**src/rtl/vmem_fill_engine_if.sv**
```systemverilog
// Bus bundle for vmem_fill_engine: CPU config port, CPU direct pixel port,
// vmem write port and engine status.
//   cfg_*      : register write strobe/index/data and registered read data
//   cpu_vmem_* : CPU direct pixel write (always has priority at vmem)
//   vmem_*     : merged write port toward the frame buffer
//   busy_o     : engine running
interface vmem_fill_engine_if;
    logic        cfg_we_i;
    logic [1:0]  cfg_addr_i;
    logic [31:0] cfg_wdata_i;
    logic [31:0] cfg_rdata_o;
    logic        cpu_vmem_we_i;
    logic [15:0] cpu_vmem_addr_i;
    logic [2:0]  cpu_vmem_wdata_i;
    logic        vmem_we_o;
    logic [15:0] vmem_addr_o;
    logic [2:0]  vmem_wdata_o;
    logic        busy_o;

    // CPU / bus side
    modport master (
        output cfg_we_i, cfg_addr_i, cfg_wdata_i,
        output cpu_vmem_we_i, cpu_vmem_addr_i, cpu_vmem_wdata_i,
        input  cfg_rdata_o, vmem_we_o, vmem_addr_o, vmem_wdata_o, busy_o
    );

    // Engine side
    modport slave (
        input  cfg_we_i, cfg_addr_i, cfg_wdata_i,
        input  cpu_vmem_we_i, cpu_vmem_addr_i, cpu_vmem_wdata_i,
        output cfg_rdata_o, vmem_we_o, vmem_addr_o, vmem_wdata_o, busy_o
    );
endinterface

```
**src/rtl/vmem_fill_engine.sv**
```systemverilog
// Rectangle-fill accelerator in front of the vmem frame buffer.
// The CPU programs two corners (P0/P1) and a colour, then writes start; the
// engine emits one pixel write per free cycle in raster order at {y,x}.
// CPU direct pixel writes always win the vmem port and stall the engine.
// Ports:
//   clk_i  : system clock
//   rst_ni : asynchronous active-low reset
//   bus    : vmem_fill_engine_if.slave (config, CPU pixel, vmem, busy)
module vmem_fill_engine #(
    parameter int unsigned SCREEN_W = 240,
    parameter int unsigned SCREEN_H = 240
) (
    input  logic                   clk_i,
    input  logic                   rst_ni,
    vmem_fill_engine_if.slave      bus
);

    localparam int unsigned COORD_W = 8;
    localparam int unsigned COLOR_W = 3;
    localparam int unsigned POINT_W = 16;
    localparam int unsigned DATA_W  = 32;

    localparam logic [COORD_W-1:0] X_MAX = COORD_W'(SCREEN_W - 1);
    localparam logic [COORD_W-1:0] Y_MAX = COORD_W'(SCREEN_H - 1);

    localparam logic [1:0] REG_P0    = 2'd0;
    localparam logic [1:0] REG_P1    = 2'd1;
    localparam logic [1:0] REG_COLOR = 2'd2;
    localparam logic [1:0] REG_CTRL  = 2'd3;

    typedef enum logic {
        S_IDLE = 1'b0,
        S_RUN  = 1'b1
    } state_t;

    state_t               r_state;
    logic [POINT_W-1:0]   r_p0;
    logic [POINT_W-1:0]   r_p1;
    logic [COLOR_W-1:0]   r_color;
    logic [COLOR_W-1:0]   r_fill_color;
    logic [COORD_W-1:0]   r_xs;
    logic [COORD_W-1:0]   r_xe;
    logic [COORD_W-1:0]   r_ye;
    logic [COORD_W-1:0]   r_cx;
    logic [COORD_W-1:0]   r_cy;
    logic                 r_done;
    logic [DATA_W-1:0]    r_rdata;

    logic                 w_ctrl_we;
    logic                 w_start;
    logic                 w_clr_done;
    logic                 w_abort;
    logic [COORD_W-1:0]   w_x0;
    logic [COORD_W-1:0]   w_y0;
    logic [COORD_W-1:0]   w_x1;
    logic [COORD_W-1:0]   w_y1;
    logic                 w_issue;
    logic                 w_last;
    logic [DATA_W-1:0]    w_rdata_next;
    logic                 w_unused;

    // Clamp a coordinate to the visible range
    function automatic logic [COORD_W-1:0] clamp(
        input logic [COORD_W-1:0] v,
        input logic [COORD_W-1:0] vmax
    );
        return (v > vmax) ? vmax : v;
    endfunction

    // Control strobes from a CTRL write
    assign w_ctrl_we  = bus.cfg_we_i && (bus.cfg_addr_i == REG_CTRL);
    assign w_start    = w_ctrl_we && bus.cfg_wdata_i[0];
    assign w_clr_done = w_ctrl_we && bus.cfg_wdata_i[1];
    assign w_abort    = w_ctrl_we && bus.cfg_wdata_i[2];

    // Clamped corners; clamping happens before min/max ordering
    assign w_x0 = clamp(r_p0[7:0],  X_MAX);
    assign w_y0 = clamp(r_p0[15:8], Y_MAX);
    assign w_x1 = clamp(r_p1[7:0],  X_MAX);
    assign w_y1 = clamp(r_p1[15:8], Y_MAX);

    // Engine owns the vmem port only when running and the CPU is idle
    assign w_issue = (r_state == S_RUN) && !bus.cpu_vmem_we_i;
    assign w_last  = (r_cx == r_xe) && (r_cy == r_ye);

    // Upper write-data bits have no register behind them
    assign w_unused = ^bus.cfg_wdata_i[31:16];

    // Register read mux, captured one cycle later
    always_comb begin
        w_rdata_next = '0;
        case (bus.cfg_addr_i)
            REG_P0:    w_rdata_next = DATA_W'(r_p0);
            REG_P1:    w_rdata_next = DATA_W'(r_p1);
            REG_COLOR: w_rdata_next = DATA_W'(r_color);
            REG_CTRL:  w_rdata_next = {30'd0, r_done, (r_state == S_RUN)};
            default:   w_rdata_next = '0;
        endcase
    end

    // Config registers, fill FSM and scan counters
    always_ff @(posedge clk_i or negedge rst_ni) begin
        if (!rst_ni) begin
            r_state      <= S_IDLE;
            r_p0         <= '0;
            r_p1         <= '0;
            r_color      <= '0;
            r_fill_color <= '0;
            r_xs         <= '0;
            r_xe         <= '0;
            r_ye         <= '0;
            r_cx         <= '0;
            r_cy         <= '0;
            r_done       <= 1'b0;
            r_rdata      <= '0;
        end else begin
            r_rdata <= w_rdata_next;

            if (bus.cfg_we_i) begin
                case (bus.cfg_addr_i)
                    REG_P0:    r_p0    <= bus.cfg_wdata_i[15:0];
                    REG_P1:    r_p1    <= bus.cfg_wdata_i[15:0];
                    REG_COLOR: r_color <= bus.cfg_wdata_i[2:0];
                    default:   ;
                endcase
            end

            if (w_clr_done) begin
                r_done <= 1'b0;
            end

            case (r_state)
                S_IDLE: begin
                    // Abort in the same write suppresses the start
                    if (w_start && !w_abort) begin
                        r_xs         <= (w_x0 < w_x1) ? w_x0 : w_x1;
                        r_xe         <= (w_x0 < w_x1) ? w_x1 : w_x0;
                        r_ye         <= (w_y0 < w_y1) ? w_y1 : w_y0;
                        r_cx         <= (w_x0 < w_x1) ? w_x0 : w_x1;
                        r_cy         <= (w_y0 < w_y1) ? w_y0 : w_y1;
                        r_fill_color <= r_color;
                        r_done       <= 1'b0;
                        r_state      <= S_RUN;
                    end
                end
                S_RUN: begin
                    if (w_abort) begin
                        r_state <= S_IDLE;
                    end else if (w_issue) begin
                        if (w_last) begin
                            r_state <= S_IDLE;
                            r_done  <= 1'b1;
                        end else if (r_cx == r_xe) begin
                            r_cx <= r_xs;
                            r_cy <= r_cy + COORD_W'(1);
                        end else begin
                            r_cx <= r_cx + COORD_W'(1);
                        end
                    end
                end
                default: r_state <= S_IDLE;
            endcase
        end
    end

    // vmem port: CPU pass-through unless the engine issues a pixel
    always_comb begin
        bus.vmem_we_o    = bus.cpu_vmem_we_i;
        bus.vmem_addr_o  = bus.cpu_vmem_addr_i;
        bus.vmem_wdata_o = bus.cpu_vmem_wdata_i;
        if (w_issue) begin
            bus.vmem_we_o    = 1'b1;
            bus.vmem_addr_o  = {r_cy, r_cx};
            bus.vmem_wdata_o = r_fill_color;
        end
    end

    assign bus.busy_o      = (r_state == S_RUN);
    assign bus.cfg_rdata_o = r_rdata;

endmodule

```
**src/flat_wrapper.sv**
```systemverilog
// flat-port wrapper written by rule: the top's interface ports become plain ports
module vmem_fill_engine_flat 
#(
    parameter int unsigned SCREEN_W = 240,
    parameter int unsigned SCREEN_H = 240
)
  (clk_i, rst_ni, bus_cfg_we_i, bus_cfg_addr_i, bus_cfg_wdata_i, bus_cpu_vmem_we_i, bus_cpu_vmem_addr_i, bus_cpu_vmem_wdata_i, bus_cfg_rdata_o, bus_vmem_we_o, bus_vmem_addr_o, bus_vmem_wdata_o, bus_busy_o);
  vmem_fill_engine_if bus_i ();
  input  logic clk_i;
  input  logic rst_ni;
  input wire logic [$bits(bus_i.cfg_we_i)-1:0] bus_cfg_we_i;
  input wire logic [$bits(bus_i.cfg_addr_i)-1:0] bus_cfg_addr_i;
  input wire logic [$bits(bus_i.cfg_wdata_i)-1:0] bus_cfg_wdata_i;
  input wire logic [$bits(bus_i.cpu_vmem_we_i)-1:0] bus_cpu_vmem_we_i;
  input wire logic [$bits(bus_i.cpu_vmem_addr_i)-1:0] bus_cpu_vmem_addr_i;
  input wire logic [$bits(bus_i.cpu_vmem_wdata_i)-1:0] bus_cpu_vmem_wdata_i;
  output wire logic [$bits(bus_i.cfg_rdata_o)-1:0] bus_cfg_rdata_o;
  output wire logic [$bits(bus_i.vmem_we_o)-1:0] bus_vmem_we_o;
  output wire logic [$bits(bus_i.vmem_addr_o)-1:0] bus_vmem_addr_o;
  output wire logic [$bits(bus_i.vmem_wdata_o)-1:0] bus_vmem_wdata_o;
  output wire logic [$bits(bus_i.busy_o)-1:0] bus_busy_o;
  assign bus_i.cfg_we_i = bus_cfg_we_i;
  assign bus_i.cfg_addr_i = bus_cfg_addr_i;
  assign bus_i.cfg_wdata_i = bus_cfg_wdata_i;
  assign bus_i.cpu_vmem_we_i = bus_cpu_vmem_we_i;
  assign bus_i.cpu_vmem_addr_i = bus_cpu_vmem_addr_i;
  assign bus_i.cpu_vmem_wdata_i = bus_cpu_vmem_wdata_i;
  assign bus_cfg_rdata_o = bus_i.cfg_rdata_o;
  assign bus_vmem_we_o = bus_i.vmem_we_o;
  assign bus_vmem_addr_o = bus_i.vmem_addr_o;
  assign bus_vmem_wdata_o = bus_i.vmem_wdata_o;
  assign bus_busy_o = bus_i.busy_o;
  vmem_fill_engine #(.SCREEN_W(SCREEN_W), .SCREEN_H(SCREEN_H)) u_core (.clk_i(clk_i), .rst_ni(rst_ni), .bus(bus_i));
endmodule
```
**config.mk**
```make
export PLATFORM = sky130hd
export DESIGN_NAME = vmem_fill_engine_flat
export DESIGN_NICKNAME = d
export VERILOG_FILES = /design/src/rtl/vmem_fill_engine_if.sv /design/src/rtl/vmem_fill_engine.sv /design/src/flat_wrapper.sv
export SDC_FILE = /design/constraint.sdc
export NUM_CORES = 1
export LEC_CHECK = 0
export CAP_MARGIN = 30
export CORE_UTILIZATION = 55
export CTS_CLUSTER_DIAMETER = 200
export DETAILED_ROUTE_END_ITERATION = 10
export DONT_BUFFER_PORTS = 1
export PLACE_DENSITY = 0.73
export SLEW_MARGIN = 20
export SYNTH_ARGS = -nofsm -noshare
export SYNTH_HDL_FRONTEND = slang
export SYNTH_SLANG_ARGS = --single-unit
```
**constraint.sdc**
```tcl
create_clock -name clk_i -period 3.07 [get_ports clk_i]
set_input_delay 0.4605 -clock clk_i [delete_from_list [all_inputs] [get_ports clk_i]]
set_output_delay 0.4605 -clock clk_i [all_outputs]
set_load 0.01 [all_outputs]
```
Word level (Yosys, flattened, before mapping)
Cells that the tools add are included.

word-level totals
  flip-flop bits (word level) = 112
  bits of input ports = 57
  output and inout bits = 53
  word-level logic and storage cells = 82

operators by class
  add/subtract/negate cells = 2
  magnitude comparators = 6
  equality and inequality tests = 10
  muxes and demuxes = 35
  bitwise logic cells = 1
  reductions and logical operators = 16

operator list
  operator                                               count
  2-to-1 mux 8 bit                                       18
  case mux 32 bit (4 select lines)                       1
  greater-than comparator 8 bit (second input constant)  4
  case mux 8 bit (2 select lines)                        2
  adder 8 x 1 -> 8 bit (second input constant)           2
  == test 8 bit                                          2
  < comparator 8 bit                                     2
  2-to-1 mux 16 bit                                      1
  2-to-1 mux 1 bit                                       10
  != test 2 bit (second input constant)                  4
  AND reduction 2 bit                                    4
  logical AND 1 bit                                      7
  AND reduction 5 bit                                    1
  == test 2 bit (second input constant)                  2
  case mux 1 bit (2 select lines)                        2
  AND reduction 4 bit                                    1
  2-to-1 mux 3 bit                                       1
  == test 2 x 1 -> 1 bit (second input constant)         1
  logical NOT 1 bit                                      2
  logical NOT 2 bit                                      1
  != test 2 x 1 -> 1 bit (second input constant)         1
  NOT 1 bit                                              1

Longest topological paths before layout
Gate-level depths: netlist (run 1).

  depth after elaboration = 8
  mapped depth = 11
  depth with buffers taken out = 10

Worst setup path before layout (run 1)
OpenSTA, ideal clock, no wires.

  path type = register to register
  start point = register u_core.r_p1[14]
  end point = register u_core.r_cy[0]
  library setup time = 0.126 ns
  data arrival time = 2.402 ns
  required time = 2.944 ns
  setup slack = 0.542 ns
  cell stages (with the launch flop) = 11
  path buffers = 0
  clock period less this slack = 2.528 ns
  cell sequence = dfrtp_1 inv_1 nor3_1 nor2_1 ha_1 a211o_1 a211oi_1 a221oi_4 nor3_1 a211oi_1 a221o_1

between the ends
  cells in the longest elaborated chain, start to end = 6

RTL lines
  element                              line                     text
  start: declaration                   vmem_fill_engine.sv:38   logic [POINT_W-1:0] r_p1;
  start signal: assignment             vmem_fill_engine.sv:122  REG_P1: r_p1 <= bus.cfg_wdata_i[15:0];
  greater-than comparator 8 bit        vmem_fill_engine.sv:67   return (v > vmax) ? vmax : v;
  2-to-1 mux 8 bit (*)                 vmem_fill_engine.sv:67
  < comparator 8 bit                   vmem_fill_engine.sv:140  r_cy <= (w_y0 < w_y1) ? w_y0 : w_y1;
  2-to-1 mux 8 bit (*)                 vmem_fill_engine.sv:140
  2-to-1 mux 8 bit (*)                 vmem_fill_engine.sv:135  if (w_start && !w_abort) begin
  case mux 8 bit (2 select lines) (*)  vmem_fill_engine.sv:132  case (r_state)
  end signal: assignment               vmem_fill_engine.sv:140
  end signal: assignment               vmem_fill_engine.sv:155  r_cy <= r_cy + COORD_W'(1);
  end: declaration                     vmem_fill_engine.sv:45   logic [COORD_W-1:0] r_cy;

Mark *: on every way between the ends. The rest lies on a longest branch, timed or not. The select of a mux whose other input is x is not followed.
A chain may end at the register's enable or synchronous reset.

Worst setup path after layout (run 1)
  start point = register u_core.r_p1[5]
  end point = register u_core.r_xs[3]

between the ends
  cells in the longest elaborated chain, start to end = 4

RTL lines
  element                        line                     text
  greater-than comparator 8 bit  vmem_fill_engine.sv:67
  2-to-1 mux 8 bit (*)           vmem_fill_engine.sv:67
  < comparator 8 bit             vmem_fill_engine.sv:136  r_xs <= (w_x0 < w_x1) ? w_x0 : w_x1;
  2-to-1 mux 8 bit (*)           vmem_fill_engine.sv:136
  end signal: assignment         vmem_fill_engine.sv:136
  end: declaration               vmem_fill_engine.sv:41   logic [COORD_W-1:0] r_xs;

Mark *: on every way between the ends. The rest lies on a longest branch, timed or not.

==> run_results.csv, run 1 <==
group,metric,value,unit
critical_path,worstReg2RegEnd,"u_core.r_xs[3]$_DFFE_PN0P_",
placement,dp_cells,661,
drt,wl,12270,um
clock_tree,post_cts_buffers,0,
flow_run,cap_violations,0,
drt,num_vias,4111,
power,leakage,2.649,nW
global_routing,grt.total_usage,0.2471,
sta,worst_slack,0.1544,ns
power,peakVddDrop,0.4148,mV
critical_path,required,3.33,ns
global_routing,antenna_found_initial,0,
placement,port_buffers,0,
critical_path,worstPathArrival,3.18,ns
logic_synthesis,synthTopCellsByArea,"dfrtp_1 43%, mux2_2 12%, mux2i_1 5.0%",
sta,worstMarginPinSlew,0.9084,ns
sta,min_period_over_period,0.9497,
clock_tree,cts_sinks,96,
final_layout,regArea,2402,um^2
drt,wl_per_cell,18.10,um
drt,drt-initial-drc-count,275,
logic_synthesis,post_synth.cell_area_avg,10.17,um^2
clock_tree,tritoncts,"done",
final_layout,final_nets,614,
logic_synthesis,ys_types,55,
logic_synthesis,syn_area,5584,um^2
drt,vias_per_cell,6.063,
clock_tree,root_buffer,"clkbuf_8",
sta,timing.fmax,0.3430,GHz
die,initial_core_util,0.5687,
final_layout,fillers,840,
placement,dpl_cell_area,5644,um^2
final_layout,antenna_cells,0,
critical_path,cp-start-kind,"register",
drt,drt_pass1_iterations,6,
die,die_area,10560,um^2
placement,dpl_worst_slack,-0.05192,ns
global_routing,grt_pass1_vias,3848,
logic_synthesis,yosys.area.top_type,"dfrtp_1",
sta,hold_ws,0.01733,ns
critical_path,critPathKind,"register to register",
drt,drc_errors,0,
logic_synthesis,ys_warn_count,0,
clock_tree,numCtsBuffers,9,
critical_path,reg2reg_slack,0.15,ns
placement,hpwl,8735,um
final_layout,syn2layout_area_growth,5.646,%
clock_tree,clk_latency,0.36,ns
clock_tree,clk_pin_slew,0.09,ns
critical_path,r2r_cells,10,
sta,period_minus_slack,2.916,ns
power,powerDensity,768.0,nW/um^2
die,dieHeight,102.8,um
global_routing,grt_max_degree,97,
logic_synthesis,synth_ff_type,"dfrtp_1",
logic_synthesis,synthArstFlopShare,1.000,
logic_synthesis,ys_seq_elements,96,
sta,rsz0062_at_grt,"yes",
die,rows,36,
sta,finalMaxSlewViolations,0,
global_routing,grt_pass1_wl,19820,um
logic_synthesis,synth_top_cell_area_share,0.4302,
final_layout,design_area,5899,um^2
placement,place.gp.congestion,0.8988,
logic_synthesis,ys_seq_area_frac,0.4302,
critical_path,r2r-start,"u_core.r_p1[5]$_DFFE_PN0P_",
logic_synthesis,synth_edf_count,0,
sta,slew_headroom,0.3944,
sta,fin_skew,0.01145,ns
die,die_w,102.8,um
logic_synthesis,synth_cells,549,
die,io_pins,110,
clock_tree,cts_max_level,3,
die,core_area,9819,um^2
sta,finalHoldViolCount,0,
global_routing,grt_overflow,0,
hold_path,hold_class,"input port to asynchronous set/reset pin",
sta,final-setup-viol-count,0,
drt,detail-route-antenna-nets,0,
final_layout,multi_input_area,2933,um^2
critical_path,worstPathMaxFanout,13,
critical_path,cp-end-kind,"register",
final_layout,drive_gt1_frac,0.2018,
clock_tree,clockBufferDepth,2,
final_layout,stdcell_count,678,
outcome,outcome,"finished clean",
synth_stat cells, drive strengths merged, types with 3 or more instances:
| master | n |
|---|---|
| nand2b | 6 |
| nor2 | 40 |
| mux2 | 61 |
| nand3 | 10 |
| a21oi | 30 |
| nand4 | 7 |
| a211o | 4 |
| nand3b | 3 |
| and3 | 4 |
| buf | 31 |
| and4 | 4 |
| nor3 | 11 |
| a211oi | 6 |
| o21ai | 31 |
| o221ai | 6 |
| a31oi | 3 |
| clkbuf | 21 |
| nor3b | 3 |
| nand2 | 53 |
| dfrtp | 96 |
| o21a | 3 |
| xnor2 | 19 |
| inv | 12 |
| nor2b | 3 |
| a41oi | 3 |
| ha | 16 |
| mux2i | 28 |
| a21o | 7 |
| or2 | 4 |
worst max-delay path, cell delays in order, from the launching register on:
cell	delay, ns
dfrtp_1	0.45
and4_1	0.32
nor2_1	0.25
ha_1	0.31
a21oi_1	0.15
a21oi_1	0.11
a211oi_4	0.34
buf_4	0.25
mux2i_1	0.38
nor2_1	0.08
a21o_1	0.15
what timing repair did:
action	4_1_cts	5_1_grt
resized for setup	0	2
pin swaps	1	0
gates cloned	1	0
setup endpoints to repair	3	14
hold buffers	1	0
endpoints found under the hold margin	96	0
metrics by stage:
stage | TNS, ns | utilization | power, mW
2_1_floorplan | 0 | - | 3.264
3_3_place_gp | 0 | 0.5748 | 3.547
3_5_place_dp | -0.07558 | 0.5748 | 3.616
4_1_cts | 0 | 0.6000 | 4.531
5_1_grt | -0.2865 | 0.6008 | 4.835
6_report | 0 | 0.6008 | 4.531
cells by family (layout without fill, tap and decap cells):
family / after synthesis / count (layout) / share of synthesized area
simple gates: 151 / 151 / 0.1273
other cells: 1 / 16 / 0.0006715
fa+ha+maj: 16 / 16 / 0.03585
compound gates: 109 / 110 / 0.1326
buf+inv: 64 / 44 / 0.05915
xor+xnor: 21 / 21 / 0.03294
flops: 96 / 96 / 0.4302
mux: 91 / 91 / 0.1813
how the worst max path moves through the flow:
| stage | startpoint | endpoint | slack (ns) |
|---|---|---|---|
| after floorplan | u_core.r_p1[14]$_DFFE_PN0P_ | u_core.r_cy[0]$_DFFE_PN0P_ | 0.54 |
| after global placement | u_core.r_p1[14]$_DFFE_PN0P_ | u_core.r_cy[4]$_DFFE_PN0P_ | 0.02 |
| after detailed placement | u_core.r_p1[14]$_DFFE_PN0P_ | u_core.r_cy[4]$_DFFE_PN0P_ | -0.05 |
| after CTS | u_core.r_p1[14]$_DFFE_PN0P_ | u_core.r_cy[0]$_DFFE_PN0P_ | 0.03 |
| after global routing | u_core.r_p1[14]$_DFFE_PN0P_ | u_core.r_ye[1]$_DFFE_PN0P_ | -0.07 |
| final | u_core.r_p1[5]$_DFFE_PN0P_ | u_core.r_xs[3]$_DFFE_PN0P_ | 0.15 |
layout by cell type (no fill, tap or decap), drive strengths merged, types with 4 or more instances in the layout:
master	Yosys	final
a211o	4	4
a211oi	6	6
a21o	7	7
a21oi	30	30
and3	4	4
and4	4	4
buf	31	17
clkbuf	21	12
conb	1	16
dfrtp	96	96
ha	16	16
inv	12	12
mux2	61	61
mux2i	28	28
nand2	53	53
nand2b	6	6
nand3	10	10
nand4	7	7
nor2	40	40
nor3	11	11
o21ai	31	31
o221ai	6	6
or2	4	4
xnor2	19	19
cell type report:
class | count | share of cell area
clock buffer | 12 | 0.02800
sequential | 96 | 0.4072
tap | 133 | 0.02821
inverter | 12 | 0.007635
timing repair buffer | 17 | 0.02503
clock inverter | 3 | 0.006787
multi-input combinational | 405 | 0.4971
flip-flops by register name, summed over array words and instances, names as in the netlist:
name	count
u_core.bus.cfg_rdata_o	16
u_core.r_p0	16
u_core.r_p1	16
u_core.r_cx	8
u_core.r_cy	8
u_core.r_xe	8
u_core.r_xs	8
u_core.r_ye	8
u_core.r_color	3
u_core.r_fill_color	3
u_core.bus.busy_o	1
u_core.r_done	1
metal layers:
layer,track usage,share of wire
met1,0.3561,0.47
met2,0.3764,0.45
met3,0.04271,0.063
met4,0.09101,0.016
met5,0,0
power by group:
group          switching (mW)  total [mW]  internal (mW)
Clock                   0.422       0.858          0.437
Sequential              0.408        2.01           1.60
Combinational           0.866        1.66          0.798
Total                    1.70        4.53           2.83
(Power assumes the default switching activity.)
==> run 2, diff against run 1 <==
--- a/config.mk
+++ b/config.mk
@@ -11,6 +11,7 @@
 export DETAILED_ROUTE_END_ITERATION = 10
 export DONT_BUFFER_PORTS = 1
 export PLACE_DENSITY = 0.73
+export SKIP_CTS_REPAIR_TIMING = 1
 export SLEW_MARGIN = 20
 export SYNTH_ARGS = -nofsm -noshare
 export SYNTH_HDL_FRONTEND = slang
==> run 2 against run 1 <==
Effect of this change:
- die area is the same
- flip-flop and latch count did not move
- maximum frequency about the same
==> run_results.csv, run 2 (synthesized netlist as in run 1, its figures left out) <==
group,metric,value,unit
outcome,outcome,"finished clean",
sta,min_period_over_period,0.9498,
power,finalPower,4.530,mW
drt,detail-route-antenna-nets,0,
die,dieHeight,102.8,um
die,io_pins,110,
critical_path,crit_slowest_cell,"dfrtp_1",
global_routing,grt_max_degree,97,
final_layout,multi_input_area,2938,um^2
clock_tree,cts_max_level,3,
drt,drt-initial-drc-count,262,
clock_tree,clk_latency,0.36,ns
critical_path,worstPathArrival,3.18,ns
clock_tree,numCtsBuffers,9,
final_layout,drive_gt1_frac,0.2037,
critical_path,slowest_delay,0.45,ns
final_layout,final_nets,614,
clock_tree,cts_sinks,96,
die,initial_core_util,0.5687,
drt,wl_per_cell,18.06,um
critical_path,crit_chain,"and4_1, nor2_1, ha_1, a21oi_1, a21oi_1, a211oi_4, buf_4, mux2i_1, nor2_1, a21o_1",
hold_path,hold_class,"input port to asynchronous set/reset pin",
sta,rsz0062_at_grt,"no",
final_layout,final_cell_mix,"96 x dfrtp_1, 61 x mux2_2, 53 x nand2_1",
sta,slew_headroom,0.4195,
critical_path,cp-start-kind,"register",
global_routing,grt_overflow,0,
final_layout,fillers,839,
global_routing,antenna_found_initial,0,
critical_path,crit_buf_inv,1,
clock_tree,root_buffer,"clkbuf_8",
die,core_area,9819,um^2
critical_path,path_delay_family,"compound AO/OA/AOI/OAI gates",
sta,worst_slack,0.1541,ns
sta,fin_skew,0.01051,ns
drt,num_vias,4083,
final_layout,regArea,2402,um^2
placement,place.gp.congestion,0.8988,
final_layout,syn2layout_area_growth,5.736,%
die,die_w,102.8,um
sta,fin_setup_tns,0,ns
sta,worstMarginPinSlew,0.8707,ns
drt,drt_pass1_iterations,4,
global_routing,grt_pass1_wl,19620,um
drt,vias_per_cell,6.022,
final_layout,mostFrequentLayoutCell,"dfrtp_1",
drt,wl,12250,um
critical_path,critPathKind,"register to register",
global_routing,grt_pass1_vias,3821,
clock_tree,tritoncts,"done",
global_routing,grt.total_usage,0.2450,
clock_tree,clockBufferDepth,2,
placement,hpwl,8735,um
placement,dpl_worst_slack,-0.05192,ns
sta,finalMaxSlewViolations,0,
die,rows,36,
critical_path,cp-end-kind,"register",
sta,timing.fmax,0.3430,GHz
placement,port_buffers,0,
critical_path,required,3.33,ns
sta,finalHoldViolCount,0,
sta,period_minus_slack,2.916,ns
drt,drc_errors,0,
final_layout,antenna_cells,0,
sta,final-setup-viol-count,0,
sta,hold_ws,0.02010,ns
critical_path,worstPathMaxFanout,13,
die,die_area,10560,um^2
power,powerDensity,767.3,nW/um^2
power,leakage,2.650,nW
flow_run,cap_violations,0,
clock_tree,clk_pin_slew,0.09,ns
power,peakVddDrop,0.4141,mV
## run 2: worst reg2reg max path, cell delays in order, from the launching register on
cell and delay [ns]:
dfrtp_1 0.45, and4_1 0.32, nor2_1 0.25, ha_1 0.31, a21oi_1 0.15, a21oi_1 0.11, a211oi_4 0.34, buf_4 0.25
mux2i_1 0.39, nor2_1 0.08, a21o_1 0.15
## run 2: cell type report
| cell class | count | area share |
|---|---|---|
| clock inverter | 3 | 0.006781 |
| inverter | 12 | 0.007629 |
| timing repair buffer | 17 | 0.02501 |
| tap | 133 | 0.02818 |
| sequential | 96 | 0.4069 |
| clock buffer | 12 | 0.02797 |
| multi-input combinational | 405 | 0.4976 |
## run 2: per-layer routing
metal  up-vias  GRT usage  share of wire
li1       1924          -              -
met4         0    0.08992          0.016
met5         -          0              0
met2       157     0.3764           0.45
met1      1984     0.3512           0.47
met3        18    0.04136          0.062
## run 2: stage by stage
| stage | utilization | area (um^2) | std cells |
|---|---|---|---|
| floorplan | - | 5640 | 564 |
| global placement | 0.5748 | 5644 | 661 |
| detailed placement | 0.5748 | 5644 | 661 |
| CTS | 0.5957 | 5849 | 676 |
| global route | 0.6013 | 5904 | 678 |
| finish | 0.6013 | 5904 | 678 |
## run 2: worst paths after layout
kind / start / endpoint / slack, ns / cells after the start
max in group asynchronous: rst_ni / u_core.r_p0[1]$_DFFE_PN0P_ / 2.70 / 1
hold reg to reg: u_core.r_fill_color[1]$_DFFE_PN0P_ / u_core.r_fill_color[1]$_DFFE_PN0P_ / 0.47 / 2
setup reg to reg: u_core.r_p1[5]$_DFFE_PN0P_ / u_core.r_xs[3]$_DFFE_PN0P_ / 0.15 / 10
min in group clk_i: bus_cfg_addr_i[1] / u_core.bus.cfg_rdata_o[4]$_DFF_PN0_ / 0.16 / 1
setup / recovery: u_core.r_p1[5]$_DFFE_PN0P_ / u_core.r_xs[3]$_DFFE_PN0P_ / 0.15 / 10
hold / removal: rst_ni / u_core.r_cy[1]$_DFFE_PN0P_ / 0.02 / 1
## run 2: power by group
group	total, mW	leakage [nW]	switching (mW)	internal, mW
Clock	0.860	0.108	0.424	0.437
Combinational	1.66	1.35	0.864	0.799
Sequential	2.01	1.19	0.407	1.60
Total	4.53	2.65	1.69	2.84
==> run 3, diff against run 2 <==
--- a/config.mk
+++ b/config.mk
@@ -6,6 +6,7 @@
 export NUM_CORES = 1
 export LEC_CHECK = 0
 export CAP_MARGIN = 30
+export CORE_ASPECT_RATIO = 1.1
 export CORE_UTILIZATION = 55
 export CTS_CLUSTER_DIAMETER = 200
 export DETAILED_ROUTE_END_ITERATION = 10
==> run 3 against run 2 <==
Effect of this change:
- the flow now finishes with violations (DRC, hold timing)
- highest routed layer unchanged
- hold slack worse by 0.034 ns
- flip-flop and latch count unchanged
- combinational power about the same
- register-to-register slack better by 0.06 ns
- clock power up 19%
- first-iteration DRC count up 7.6%
- via count about the same
- routed wire length down 2.3%
- global-route usage down 1.1 points
- largest power group unchanged
- critical endpoint is now u_core.r_cy[0]$_DFFE_PN0P_
- core utilization up 0.16 points
==> run_results.csv, run 3 (synthesized netlist as in run 1, its figures left out) <==
group,metric,value,unit
die,rows,38,
critical_path,required,3.33,ns
final_layout,mostFrequentLayoutCell,"dfrtp_1",
drt,drc_errors,13,
final_layout,antenna_cells,0,
critical_path,worstPathArrival,3.11,ns
outcome,outcome,"complete, but fails checks",
final_layout,fillers,831,
final_layout,drive_gt1_frac,0.2029,
drt,drt_pass1_iterations,8,
die,core_area,9889,um^2
die,die_area,10560,um^2
sta,fin_skew,0.008519,ns
placement,dpl_cell_area,5640,um^2
drt,detail-route-antenna-nets,0,
critical_path,worstPathMaxFanout,14,
power,peakVddDrop,0.3845,mV
die,initial_core_util,0.5647,
drt,drt-initial-drc-count,282,
clock_tree,tritoncts,"done",
global_routing,antenna_found_initial,0,
sta,rsz0062_at_grt,"no",
global_routing,grt.total_usage,0.2339,
global_routing,grt_pass1_vias,3866,
clock_tree,clk_pin_slew,0.09,ns
final_layout,syn2layout_area_growth,6.767,%
global_routing,grt_overflow,0,
power,powerDensity,787.9,nW/um^2
hold_path,hold_class,"input port to asynchronous set/reset pin",
clock_tree,clockBufferDepth,2,
drt,num_vias,4080,
clock_tree,cts_sinks,96,
drt,vias_per_cell,6.117,
die,die_w,98.07,um
outcome,violations,"DRC, hold timing",
clock_tree,numCtsBuffers,9,
critical_path,cp-end-kind,"register",
drt,wl,11970,um
power,finalPower,4.697,mW
placement,place.gp.congestion,0.8587,
sta,final-setup-viol-count,0,
final_layout,stdcell_count,667,
placement,dp_cells,648,
global_routing,grt_max_degree,97,
critical_path,slowest_delay,0.49,ns
clock_tree,root_buffer,"clkbuf_8",
final_layout,design_area,5962,um^2
die,dieHeight,107.7,um
global_routing,grt_pass1_wl,19420,um
sta,hold_ws,-0.01440,ns
placement,port_buffers,0,
critical_path,cp-start-kind,"register",
die,io_pins,110,
critical_path,crit_slowest_cell,"a211oi_1",
sta,finalHoldViolCount,3,
sta,slew_headroom,0.4121,
sta,worstMarginPinSlew,0.8818,ns
final_layout,final_nets,615,
critical_path,crit_top_cell,"a211oi_1",
clock_tree,clk_latency,0.36,ns
critical_path,crit_chain,"inv_1, nor3_2, nor2_1, ha_1, a211o_1, a211oi_1, a221oi_4, nor3_1, a211oi_1, a221o_1",
clock_tree,cts_max_level,3,
critical_path,critPathKind,"register to register",
power,leakage,2.680,nW
flow_run,cap_violations,0,
sta,min_period_over_period,0.9293,
sta,finalMaxSlewViolations,0,
drt,wl_per_cell,17.94,um
final_layout,final_cell_mix,"96 x dfrtp_1, 61 x mux2_2, 53 x nand2_1",
sta,period_minus_slack,2.853,ns
sta,timing.fmax,0.3505,GHz
placement,hpwl,8467,um
## run 3: cell types whose count changed in the layout (fill, tap and decap cells not counted)
cell        before  now
a211oi_1         4    5
a211oi_2         1    0
clkinv_2         2    1
bufinv_16        1    3
nor2b_2          1    0
nor2b_1          2    3
clkinvlp_4       0    1
buf_12           0    2
buf_4           16   15
clkbuf_8        12   11
## run 3: final cells by class
cell class / instances / area, um^2 / area share
Clock buffer: 11 / 151.4 / 0.02539
Timing Repair Buffer: 18 / 180.2 / 0.03022
Inverter: 12 / 45.04 / 0.007555
Tap cell: 120 / 150.1 / 0.02518
Multi-Input combinational cell: 405 / 2930 / 0.4915
Sequential cell: 96 / 2402 / 0.4029
Clock inverter: 5 / 102.6 / 0.01721
## run 3: critical path, delay by kind of cell (launching register included)
family	cells	cell delay (ns)
compound gates	5	1.39
flops	1	0.36
buf+inv	1	0.08
fa+ha+maj	1	0.31
simple gates	3	0.61
## run 3: final timing paths
check | end | start | slack, ns | depth (start not counted)
max | u_core.r_cy[0]$_DFFE_PN0P_ | u_core.r_p1[14]$_DFFE_PN0P_ | 0.22 | 10
min | u_core.r_cy[2]$_DFFE_PN0P_ | rst_ni | -0.01 | 1
max reg2reg | u_core.r_cy[0]$_DFFE_PN0P_ | u_core.r_p1[14]$_DFFE_PN0P_ | 0.22 | 10
min reg2reg | u_core.r_fill_color[0]$_DFFE_PN0P_ | u_core.r_fill_color[0]$_DFFE_PN0P_ | 0.48 | 2
max in group asynchronous | u_core.r_p1[1]$_DFFE_PN0P_ | rst_ni | 2.68 | 1
min in group clk_i | u_core.bus.cfg_rdata_o[4]$_DFF_PN0_ | bus_cfg_addr_i[1] | 0.16 | 1
## run 3: power by group
part	internal (mW)	switching (mW)
clock	0.584	0.438
combinational	0.809	0.859
sequential	1.60	0.407
total	2.99	1.70
## run 3: metal layers
layer	wire, um	GRT usage	vias to the layer above	share of wire
met3	651	0.04545	20	0.054
met4	228	0.09632	0	0.019
met5	0	0	-	0
met1	5479	0.3230	2000	0.46
met2	5606	0.3617	138	0.47
li1	-	-	1922	-
## run 3: stage by stage
step                  util  setup WS (ns)  TNS [ns]  hold WS, ns
floorplan                -         0.5419         0       0.1649
global placement    0.5703        0.03989         0       0.1679
detailed placement  0.5703       -0.04293  -0.08180       0.1677
CTS                 0.5960       -0.09217   -0.2192      -0.2360
global route        0.6029        0.05931         0      0.03101
finish              0.6029         0.2170         0     -0.01440
